==> src/rtl/mw_ape.sv <==
// Signed multiply-accumulate processing element with a small weight bank.
// Runs either as a systolic pass-sum stage or as a local accumulator with saturation.
module mw_ape #(
    parameter int unsigned I_F_BW = 8,
    parameter int unsigned W_BW   = 8,
    parameter int unsigned M_BW   = 16,
    parameter int unsigned AK_BW  = 24,
    parameter int unsigned N_W    = 4,
    parameter int unsigned CW     = 8,
    localparam int unsigned SW    = $clog2(N_W)
) (
    input  logic              en_clk,
    input  logic              rst_n,
    input  logic              clr,
    input  logic              mode,
    input  logic [CW-1:0]     acc_len,
    input  logic              i_valid,
    input  logic [I_F_BW-1:0] i_fmap,
    input  logic [W_BW-1:0]   i_weight,
    input  logic              w_ld,
    input  logic [SW-1:0]     w_sel,
    input  logic [AK_BW-1:0]  in_pp,
    output logic [I_F_BW-1:0] o_fmap,
    output logic [W_BW-1:0]   o_weight,
    output logic              o_valid,
    output logic [AK_BW-1:0]  o_acc,
    output logic              o_sat
);

    localparam int unsigned SUM_BW = AK_BW + 1;

    typedef enum logic {
        S_IDLE = 1'b0,
        S_ACC  = 1'b1
    } state_t;

    state_t r_state;
    state_t w_state_nxt;

    logic [I_F_BW-1:0] r_s1_fmap;
    logic [W_BW-1:0]   r_s1_weight;
    logic              r_s1_valid;
    logic [SW-1:0]     r_s1_sel;

    logic [W_BW-1:0]   r_bank [N_W];
    logic [SW-1:0]     r_wr_ptr;

    logic signed [AK_BW-1:0] r_acc;
    logic [CW-1:0]           r_cnt;
    logic [AK_BW-1:0]        r_o_acc;
    logic                    r_o_valid;
    logic                    r_o_sat;

    logic signed [M_BW-1:0]   w_fmap_ext;
    logic signed [M_BW-1:0]   w_wt_ext;
    logic signed [M_BW-1:0]   w_prod;
    logic signed [AK_BW-1:0]  w_prod_ext;
    logic signed [AK_BW-1:0]  w_addend;
    logic signed [SUM_BW-1:0] w_sum;
    logic signed [AK_BW-1:0]  w_sum_sat;
    logic                     w_ovf;
    logic                     w_in_acc;
    logic [CW-1:0]            w_len_m1;
    logic [CW-1:0]            w_cnt_cur;
    logic                     w_last;

    logic signed [AK_BW-1:0] w_acc_nxt;
    logic [CW-1:0]           w_cnt_nxt;
    logic [AK_BW-1:0]        w_o_acc_nxt;
    logic                    w_o_valid_nxt;
    logic                    w_o_sat_nxt;

    // Stage 2 multiply: both operands widened to the product width first
    assign w_fmap_ext = M_BW'($signed(r_s1_fmap));
    assign w_wt_ext   = M_BW'($signed(r_bank[r_s1_sel]));
    assign w_prod     = w_fmap_ext * w_wt_ext;
    assign w_prod_ext = AK_BW'(w_prod);

    // A partial sum only survives while mode stays at local-accumulate
    assign w_in_acc  = (r_state == S_ACC) && mode;
    assign w_addend  = !mode ? $signed(in_pp) : (w_in_acc ? r_acc : AK_BW'(0));
    assign w_len_m1  = (acc_len == '0) ? '0 : acc_len - CW'(1);
    assign w_cnt_cur = w_in_acc ? r_cnt : '0;
    assign w_last    = (w_cnt_cur == w_len_m1);

    // Single saturating adder shared by both modes
    assign w_sum     = SUM_BW'(w_prod_ext) + SUM_BW'(w_addend);
    assign w_ovf     = (w_sum[SUM_BW-1] != w_sum[SUM_BW-2]);
    assign w_sum_sat = !w_ovf           ? w_sum[AK_BW-1:0] :
                       w_sum[SUM_BW-1] ? {1'b1, {(AK_BW-1){1'b0}}} :
                                         {1'b0, {(AK_BW-1){1'b1}}};

    always_comb begin
        w_state_nxt   = r_state;
        w_acc_nxt     = r_acc;
        w_cnt_nxt     = r_cnt;
        w_o_acc_nxt   = r_o_acc;
        w_o_valid_nxt = 1'b0;
        w_o_sat_nxt   = r_o_sat;

        if ((r_state == S_ACC) && !mode) begin
            w_state_nxt = S_IDLE;
            w_acc_nxt   = '0;
            w_cnt_nxt   = '0;
        end

        if (r_s1_valid) begin
            if (w_ovf) begin
                w_o_sat_nxt = 1'b1;
            end
            if (!mode || w_last) begin
                w_o_acc_nxt   = w_sum_sat;
                w_o_valid_nxt = 1'b1;
                if (mode) begin
                    w_state_nxt = S_IDLE;
                    w_acc_nxt   = '0;
                    w_cnt_nxt   = '0;
                end
            end else begin
                w_state_nxt = S_ACC;
                w_acc_nxt   = w_sum_sat;
                w_cnt_nxt   = w_cnt_cur + CW'(1);
            end
        end

        if (clr) begin
            w_state_nxt   = S_IDLE;
            w_acc_nxt     = '0;
            w_cnt_nxt     = '0;
            w_o_acc_nxt   = '0;
            w_o_valid_nxt = 1'b0;
            w_o_sat_nxt   = 1'b0;
        end
    end

    always_ff @(posedge en_clk or negedge rst_n) begin
        if (!rst_n) begin
            r_state <= S_IDLE;
        end else begin
            r_state <= w_state_nxt;
        end
    end

    always_ff @(posedge en_clk or negedge rst_n) begin
        if (!rst_n) begin
            r_acc     <= '0;
            r_cnt     <= '0;
            r_o_acc   <= '0;
            r_o_valid <= 1'b0;
            r_o_sat   <= 1'b0;
        end else begin
            r_acc     <= w_acc_nxt;
            r_cnt     <= w_cnt_nxt;
            r_o_acc   <= w_o_acc_nxt;
            r_o_valid <= w_o_valid_nxt;
            r_o_sat   <= w_o_sat_nxt;
        end
    end

    // Stage 1 capture; fmap/weight forward regardless of valid or clear
    always_ff @(posedge en_clk or negedge rst_n) begin
        if (!rst_n) begin
            r_s1_fmap   <= '0;
            r_s1_weight <= '0;
            r_s1_valid  <= 1'b0;
            r_s1_sel    <= '0;
        end else begin
            r_s1_fmap   <= i_fmap;
            r_s1_weight <= i_weight;
            r_s1_valid  <= i_valid && !clr;
            r_s1_sel    <= w_sel;
        end
    end

    // Weight bank is only cleared by reset, never by clr
    always_ff @(posedge en_clk or negedge rst_n) begin
        if (!rst_n) begin
            for (int i = 0; i < int'(N_W); i++) begin
                r_bank[i] <= '0;
            end
            r_wr_ptr <= '0;
        end else if (w_ld) begin
            r_bank[r_wr_ptr] <= i_weight;
            r_wr_ptr         <= r_wr_ptr + SW'(1);
        end
    end

    assign o_fmap   = r_s1_fmap;
    assign o_weight = r_s1_weight;
    assign o_valid  = r_o_valid;
    assign o_acc    = r_o_acc;
    assign o_sat    = r_o_sat;

endmodule

==> config.mk <==
export PLATFORM = sky130hd
export DESIGN_NAME = mw_ape
export DESIGN_NICKNAME = d
export VERILOG_FILES = /design/src/rtl/mw_ape.sv
export SDC_FILE = /design/constraint.sdc
export NUM_CORES = 1
export LEC_CHECK = 0
export BUFFER_PORTS_ARGS = -buffer_cell sky130_fd_sc_hd__buf_2
export CAP_MARGIN = 20
export CORE_MARGIN = 2
export CORE_UTILIZATION = 62
export CTS_BUF_LIST = sky130_fd_sc_hd__clkbuf_8
export DETAILED_ROUTE_END_ITERATION = 7
export PLACE_DENSITY_LB_ADDON = 0.12
export SYNTH_ARGS = -nofsm -noshare
export SYNTH_HDL_FRONTEND = slang
export SYNTH_SLANG_ARGS = --single-unit
==> constraint.sdc <==
create_clock -name en_clk -period 8.2 [get_ports en_clk]
set_input_delay 0.82 -clock en_clk [delete_from_list [all_inputs] [get_ports en_clk]]
set_output_delay 0.82 -clock en_clk [all_outputs]
set_load 0.02 [all_outputs]
==> metrics.csv, run 1 <==
metric,value,unit
antenna_found_initial,0,
cp.arrival,7.77,ns
grt_first_pass_wirelength,40.2,mm
area_growth,8.53,%
synth_area_per_cell,10.0,sq um
yosysWarnings,0,
first_pass_iters,5,
slew_violations,0,
end_kind,register,
finalWirelength,24.1,mm
min_path_type,in2async,
row_count,46,
grt_max_degree,64,
cts_tree,done,
period_share,0.914,
synthTopCellsByArea,"dfrtp_1, fa_1, ha_1, inv_1, mux2_2",
hpwlAfterDp,18.8,mm
gp_congestion,0.933,
cp_cell_sequence,mux4_2 > nand2_1 > fa_1 > fa_1 > inv_1 > fa_1 > inv_1 > fa_1 > inv_1 > ha_1 > ha_1 > inv_1 > o311ai_0 > o21a_1 > a211oi_1 > xnor2_1 > o21ai_2 > o21ai_0 > a221oi_1,
slew_headroom,0.317,
rsz0062_at_grt,false,
finalHoldViolCount,0,
fmax,133,MHz
clk_pin_slew,0.11,ns
initial_core_util,0.632,
fillers,1277,
max_stage_delay,0.71,ns
fin_cells,1298,
crit_path_start_kind,register,
cts-root-buf,clkbuf_8,
grt_usage,0.293,
vias_per_cell,6.05,
grt_remaining_overflow,0,
fin_crit,7.49,ns
drt-initial-drc-count,632,
clk_latency,0.39,ns
worstPathRequired,8.48,ns
finalClockSkew,0.0106,ns
route.detailed.drc,0,
wire_per_inst,18.6,microns
synth-seq-area-share,0.279,
h-tree-depth,3,
synthCells,1003,
ios,98,
synth-edff-count,0,
crit_slowest_cell,o21ai_2,
dr_total_vias,7858,
fp.coreArea,0.0159,sq mm
synth_nets,1229,
synth_area,0.0100,sq mm
tightest_slew,1.02,ns
async_reset_ff_frac,1.00,
cts_buffers,9,
worst-setup-path-type,reg2reg,
grt_pass1_vias,7819,
die_w,131,microns
ant_nets,0,
synth_cell_types,62,
cts_setup_buffers,0,
crit_path_max_fanout,22,
dieArea,0.0172,sq mm
final-seq-area,0.00280,sq mm
status,"complete, no violations",
placed_cells,1283,
cts.sinks,112,
setup_viol,0,
ys_seq_elements,112,
clockBufferDepth,2,
yosys_most_used_dff,dfrtp_1,
io_buffer_count,97,
synth_top_cell_area_share,0.279,
multi_input_area,0.00659,sq mm
post_cts_resized,0,
fin_nets,1304,
fin_setup_tns,0,ns
die_h,131,microns
yosys.area.top_type,dfrtp_1,
hold_buffers,0,
drive_gt1_frac,0.171,
maxCapViolCount,0,
n_antenna_cell,0,
placed cells by master, fill, tap and decap left out, drive strengths merged, types with 3 or more instances in the layout:
master	n
a211oi	25
a21o	5
a21oi	64
a221oi	9
a22o	3
a22oi	19
a311oi	3
a31oi	11
a32oi	4
and2	32
and3	11
buf	112
clkbuf	9
clkinv	4
dfrtp	112
fa	108
ha	62
inv	121
mux2	35
mux2i	4
mux4	7
nand2	82
nand2b	10
nand3	16
nand4	5
nor2	49
nor2b	14
nor3	7
nor4	6
o211ai	13
o21ai	38
o31ai	14
o41ai	4
or2	3
or3	4
xnor2	16
xor2	12
cell usage after synthesis (3+ instances only):
master	number
a211oi_1	16
a211oi_2	9
a21o_1	5
a21oi_1	64
a221oi_1	9
a22o_1	3
a22oi_1	19
a311oi_1	3
a31oi_1	10
a32oi_1	4
and2_1	32
and3_1	11
buf_1	3
buf_2	4
clkbuf_1	37
dfrtp_1	112
fa_1	108
ha_1	62
inv_1	120
mux2_2	35
mux2i_1	4
mux4_2	7
nand2_1	82
nand2b_1	10
nand3_1	16
nand4_1	5
nor2_1	49
nor2b_1	14
nor3_1	7
nor4_1	5
o211ai_1	13
o21ai_0	36
o31ai_1	14
o41ai_1	4
or2_2	3
or3_1	4
xnor2_1	16
xor2_1	12
final cells by class:
cell class,count,area share
Timing Repair Buffer,112,0.0562
Inverter,120,0.0413
Clock inverter,6,0.00425
Sequential cell,112,0.257
Tap cell,216,0.0248
Multi-Input combinational cell,723,0.605
Clock buffer,9,0.0114
through the flow:
| step | setup WS [ns] | cell area, sq um | utilization | hold slack (ns) |
|---|---|---|---|---|
| finish | 0.709 | 10900 | 0.686 | 0.466 |
| global route | 0.243 | 10900 | 0.686 | 0.511 |
| CTS | 0.762 | 10900 | 0.686 | 0.482 |
| detailed placement | 0.770 | 10700 | 0.675 | 0.485 |
| global placement | 0.973 | 10700 | 0.675 | 0.473 |
| floorplan | 1.27 | 10000 | - | 0.444 |
metal layers:
metal / up-vias / global-route usage / wire length, microns
met5: - / 0 / 0
met4: 0 / 0.0731 / 381
met3: 28 / 0.0409 / 1490
met2: 298 / 0.491 / 12200
met1: 3937 / 0.407 / 10100
li1: 3595 / - / -
final timing paths:
path                                            start                    end  slack [ns]  depth (start not counted)
worst max-delay path            r_s1_sel[0]$_DFF_PN0_    r_acc[10]$_DFF_PN0_        0.71                         19
worst min-delay path                            rst_n     r_cnt[6]$_DFF_PN0_        0.47                          1
worst max register to register  r_s1_sel[0]$_DFF_PN0_    r_acc[10]$_DFF_PN0_        0.71                         19
worst min register to register     r_acc[2]$_DFF_PN0_     r_acc[2]$_DFF_PN0_        0.51                          2
max in group asynchronous                       rst_n  r_bank[6]$_DFFE_PN0P_        6.53                          2
min in group en_clk                r_acc[2]$_DFF_PN0_     r_acc[2]$_DFF_PN0_        0.51                          2
cells by family (layout without fill, tap and decap cells):
| group | Yosys count | in the layout | synth area share |
|---|---|---|---|
| AO/OA/AOI/OAI | 231 | 231 | 0.156 |
| XOR/XNOR | 29 | 29 | 0.0267 |
| adder cells (fa/ha/maj) | 171 | 171 | 0.294 |
| buffers and inverters | 168 | 247 | 0.0655 |
| flip-flops | 112 | 112 | 0.279 |
| multiplexers | 46 | 46 | 0.0589 |
| AND/OR/NAND/NOR | 246 | 246 | 0.121 |
critical path: cells and delay by family, from the launching register on:
family	cells	cell delay, ns
multiplexers	1	0.68
AND/OR/NAND/NOR	1	0.61
flip-flops	1	0.68
buffers and inverters	4	0.36
adder cells (fa/ha/maj)	6	2.71
XOR/XNOR	1	0.20
AO/OA/AOI/OAI	6	2.12
sequential cells by signal, indices dropped and copies added (netlist names):
name and flops:
r_bank 32, o_acc 24, r_acc 24, o_fmap 8, o_weight 8, r_cnt 8
r_s1_sel 2, r_wr_ptr 2, o_sat 1, o_valid 1, r_s1_valid 1, r_state 1
Power of run 1 is left out: the tool's default activity adds up to more than one toggle a clock period on the data nets, which glitch-free logic cannot reach.
==> inputs of run 2 (changes only) <==
--- a/config.mk
+++ b/config.mk
@@ -7,6 +7,7 @@
 export LEC_CHECK = 0
 export BUFFER_PORTS_ARGS = -buffer_cell sky130_fd_sc_hd__buf_2
 export CAP_MARGIN = 20
+export CORE_ASPECT_RATIO = 1.4
 export CORE_MARGIN = 2
 export CORE_UTILIZATION = 62
 export CTS_BUF_LIST = sky130_fd_sc_hd__clkbuf_8
==> metrics.csv, run 2 (synthesis gave the netlist of run 1 again) <==
metric,value,unit,change
status,"complete, no violations",,
end_kind,register,,
rsz0062_at_grt,false,,
area_growth,8.78,%,
fp.coreArea,0.0160,sq mm,+0.94%
max_stage_delay,0.69,ns,-0.02 ns
setup_slack,0.996,ns,+0.286 ns
finalClockSkew,0.0271,ns,+0.0165 ns
grt_usage,0.283,,-0.00994
largest-register,r_bank,,
path_common_cell,fa_1,,
slew_headroom,0.362,,+0.0446
die_w,112,microns,-15%
finalHoldViolCount,0,,unchanged
crit_path_start_kind,register,,
grt_max_degree,64,,unchanged
cp.arrival,7.49,ns,-0.28 ns
cts_tree,done,,
vias_per_cell,6.05,,about the same
cts_setup_buffers,0,,unchanged
placed_cells,1267,,-1.2%
initial_core_util,0.626,,-0.00587
clk_pin_slew,0.12,ns,about the same
cts_buffers,9,,unchanged
final_cell_mix,"inv_1, dfrtp_1, fa_1",,
io_buffer_count,97,,unchanged
gp_congestion,0.980,,+5.0%
cts.sinks,112,,unchanged
crit_slowest_cell,nand2_1,,
slew_violations,0,,unchanged
worstPathRequired,8.48,ns,about the same
period_share,0.879,,-0.0349
grt_first_pass_wirelength,39.0,mm,-2.9%
grt_pass1_vias,7840,,+0.27%
hpwlAfterDp,18.5,mm,-2.1%
dr_total_vias,7761,,-1.2%
antenna_found_initial,0,,unchanged
dieArea,0.0172,sq mm,about the same
hold_buffers,0,,unchanged
n_antenna_cell,0,,unchanged
finalWirelength,23.3,mm,-3.4%
crit_path_max_fanout,15,,-32%
min_path_type,in2async,,
drt-initial-drc-count,456,,-28%
fin_setup_tns,0,ns,unchanged
fin_cells,1283,,-1.2%
r2r_cells,19,,unchanged
setup_viol,0,,unchanged
tightest_slew,0.955,ns,-0.0689 ns
ant_nets,0,,unchanged
worst-setup-path-type,reg2reg,,
largest_register_ff_count,32,,unchanged
route.detailed.drc,0,,unchanged
row_count,55,,+20%
place_ws,1.06,ns,+0.294 ns
cts-root-buf,clkbuf_8,,
cp_cell_sequence,buf_4 > mux4_2 > nand2_1 > fa_1 > fa_1 > inv_1 > fa_1 > fa_1 > ha_1 > ha_1 > a21oi_1 > o221ai_1 > a21o_1 > a211oi_1 > xnor2_1 > a31oi_2 > buf_4 > nand3_1 > o41ai_1,,
ios,98,,unchanged
clk_latency,0.41,ns,+0.02 ns
fin_crit,7.20,ns,-0.286 ns
h-tree-depth,3,,unchanged
clockBufferDepth,2,,unchanged
final_common_cell,inv_1,,
drive_gt1_frac,0.173,,+0.00153
grt_remaining_overflow,0,,unchanged
die_h,155,microns,+18%
first_pass_iters,5,,unchanged
fmax,139,MHz,+4.0%
maxCapViolCount,0,,unchanged
fillers,1283,,+0.47%
fin_nets,1305,,+0.077%
wire_per_inst,18.2,microns,-2.3%
post_cts_resized,0,,unchanged
run 2: cell count changes in the layout (fill, tap and decap cells not counted):
cell,change
buf_4,+2
clkinv_4,-2
clkinv_8,+2
buf_12,-1
bufinv_16,+1
clkinv_2,-1
inv_8,+1
run 2: per-stage QoR:
stage               cell area (sq um)  hold WS (ns)   util
floorplan                       10000         0.444      -
global placement                10700         0.469  0.668
detailed placement              10700         0.474  0.668
CTS                             10900         0.503  0.681
global route                    10900         0.497  0.681
finish                          10900         0.474  0.681
run 2: layout make-up:
type                    count  area [sq um]  area share
clock buffers               9           124      0.0113
clock inverters             7          97.6     0.00893
inverters                 120           450      0.0412
multi-input cells         723          6590       0.604
flip-flops and latches    112          2800       0.257
well taps                 199           249      0.0228
repair buffers            113           608      0.0557
run 2: worst paths after layout:
check,endpoint,slack (ns),from
min,o_acc[21]$_DFFE_PN0P_,0.47,rst_n
min reg2reg,r_bank[12]$_DFFE_PN0P_,0.51,r_bank[12]$_DFFE_PN0P_
max,r_acc[18]$_DFF_PN0_,1.0,r_s1_sel[0]$_DFF_PN0_
min in group en_clk,r_bank[12]$_DFFE_PN0P_,0.51,r_bank[12]$_DFFE_PN0P_
max in group asynchronous,r_bank[2]$_DFFE_PN0P_,6.55,rst_n
max reg2reg,r_acc[18]$_DFF_PN0_,1.0,r_s1_sel[0]$_DFF_PN0_
run 2: worst max-delay path, delay by kind of cell, from the launching register on:
kind / cells / cell delay (ns)
muxes: 1 / 0.62
and+or+nand+nor: 2 / 0.87
AOI/OAI and AO/OA: 6 / 1.83
xor gates and xnor gates: 1 / 0.21
DFF: 1 / 0.35
buffers and inverters: 3 / 0.53
adders and majority gates: 6 / 2.68
run 2: routing by layer:
metal	wire length, microns	vias up	global-route usage	part of all wire
met5	0	-	0	0
met4	881	0	0.120	0.038
met3	1130	55	0.0333	0.049
met2	11700	278	0.480	0.50
met1	9560	3831	0.371	0.41
li1	-	3597	-	-
Power of run 2 is left out for the same reason.
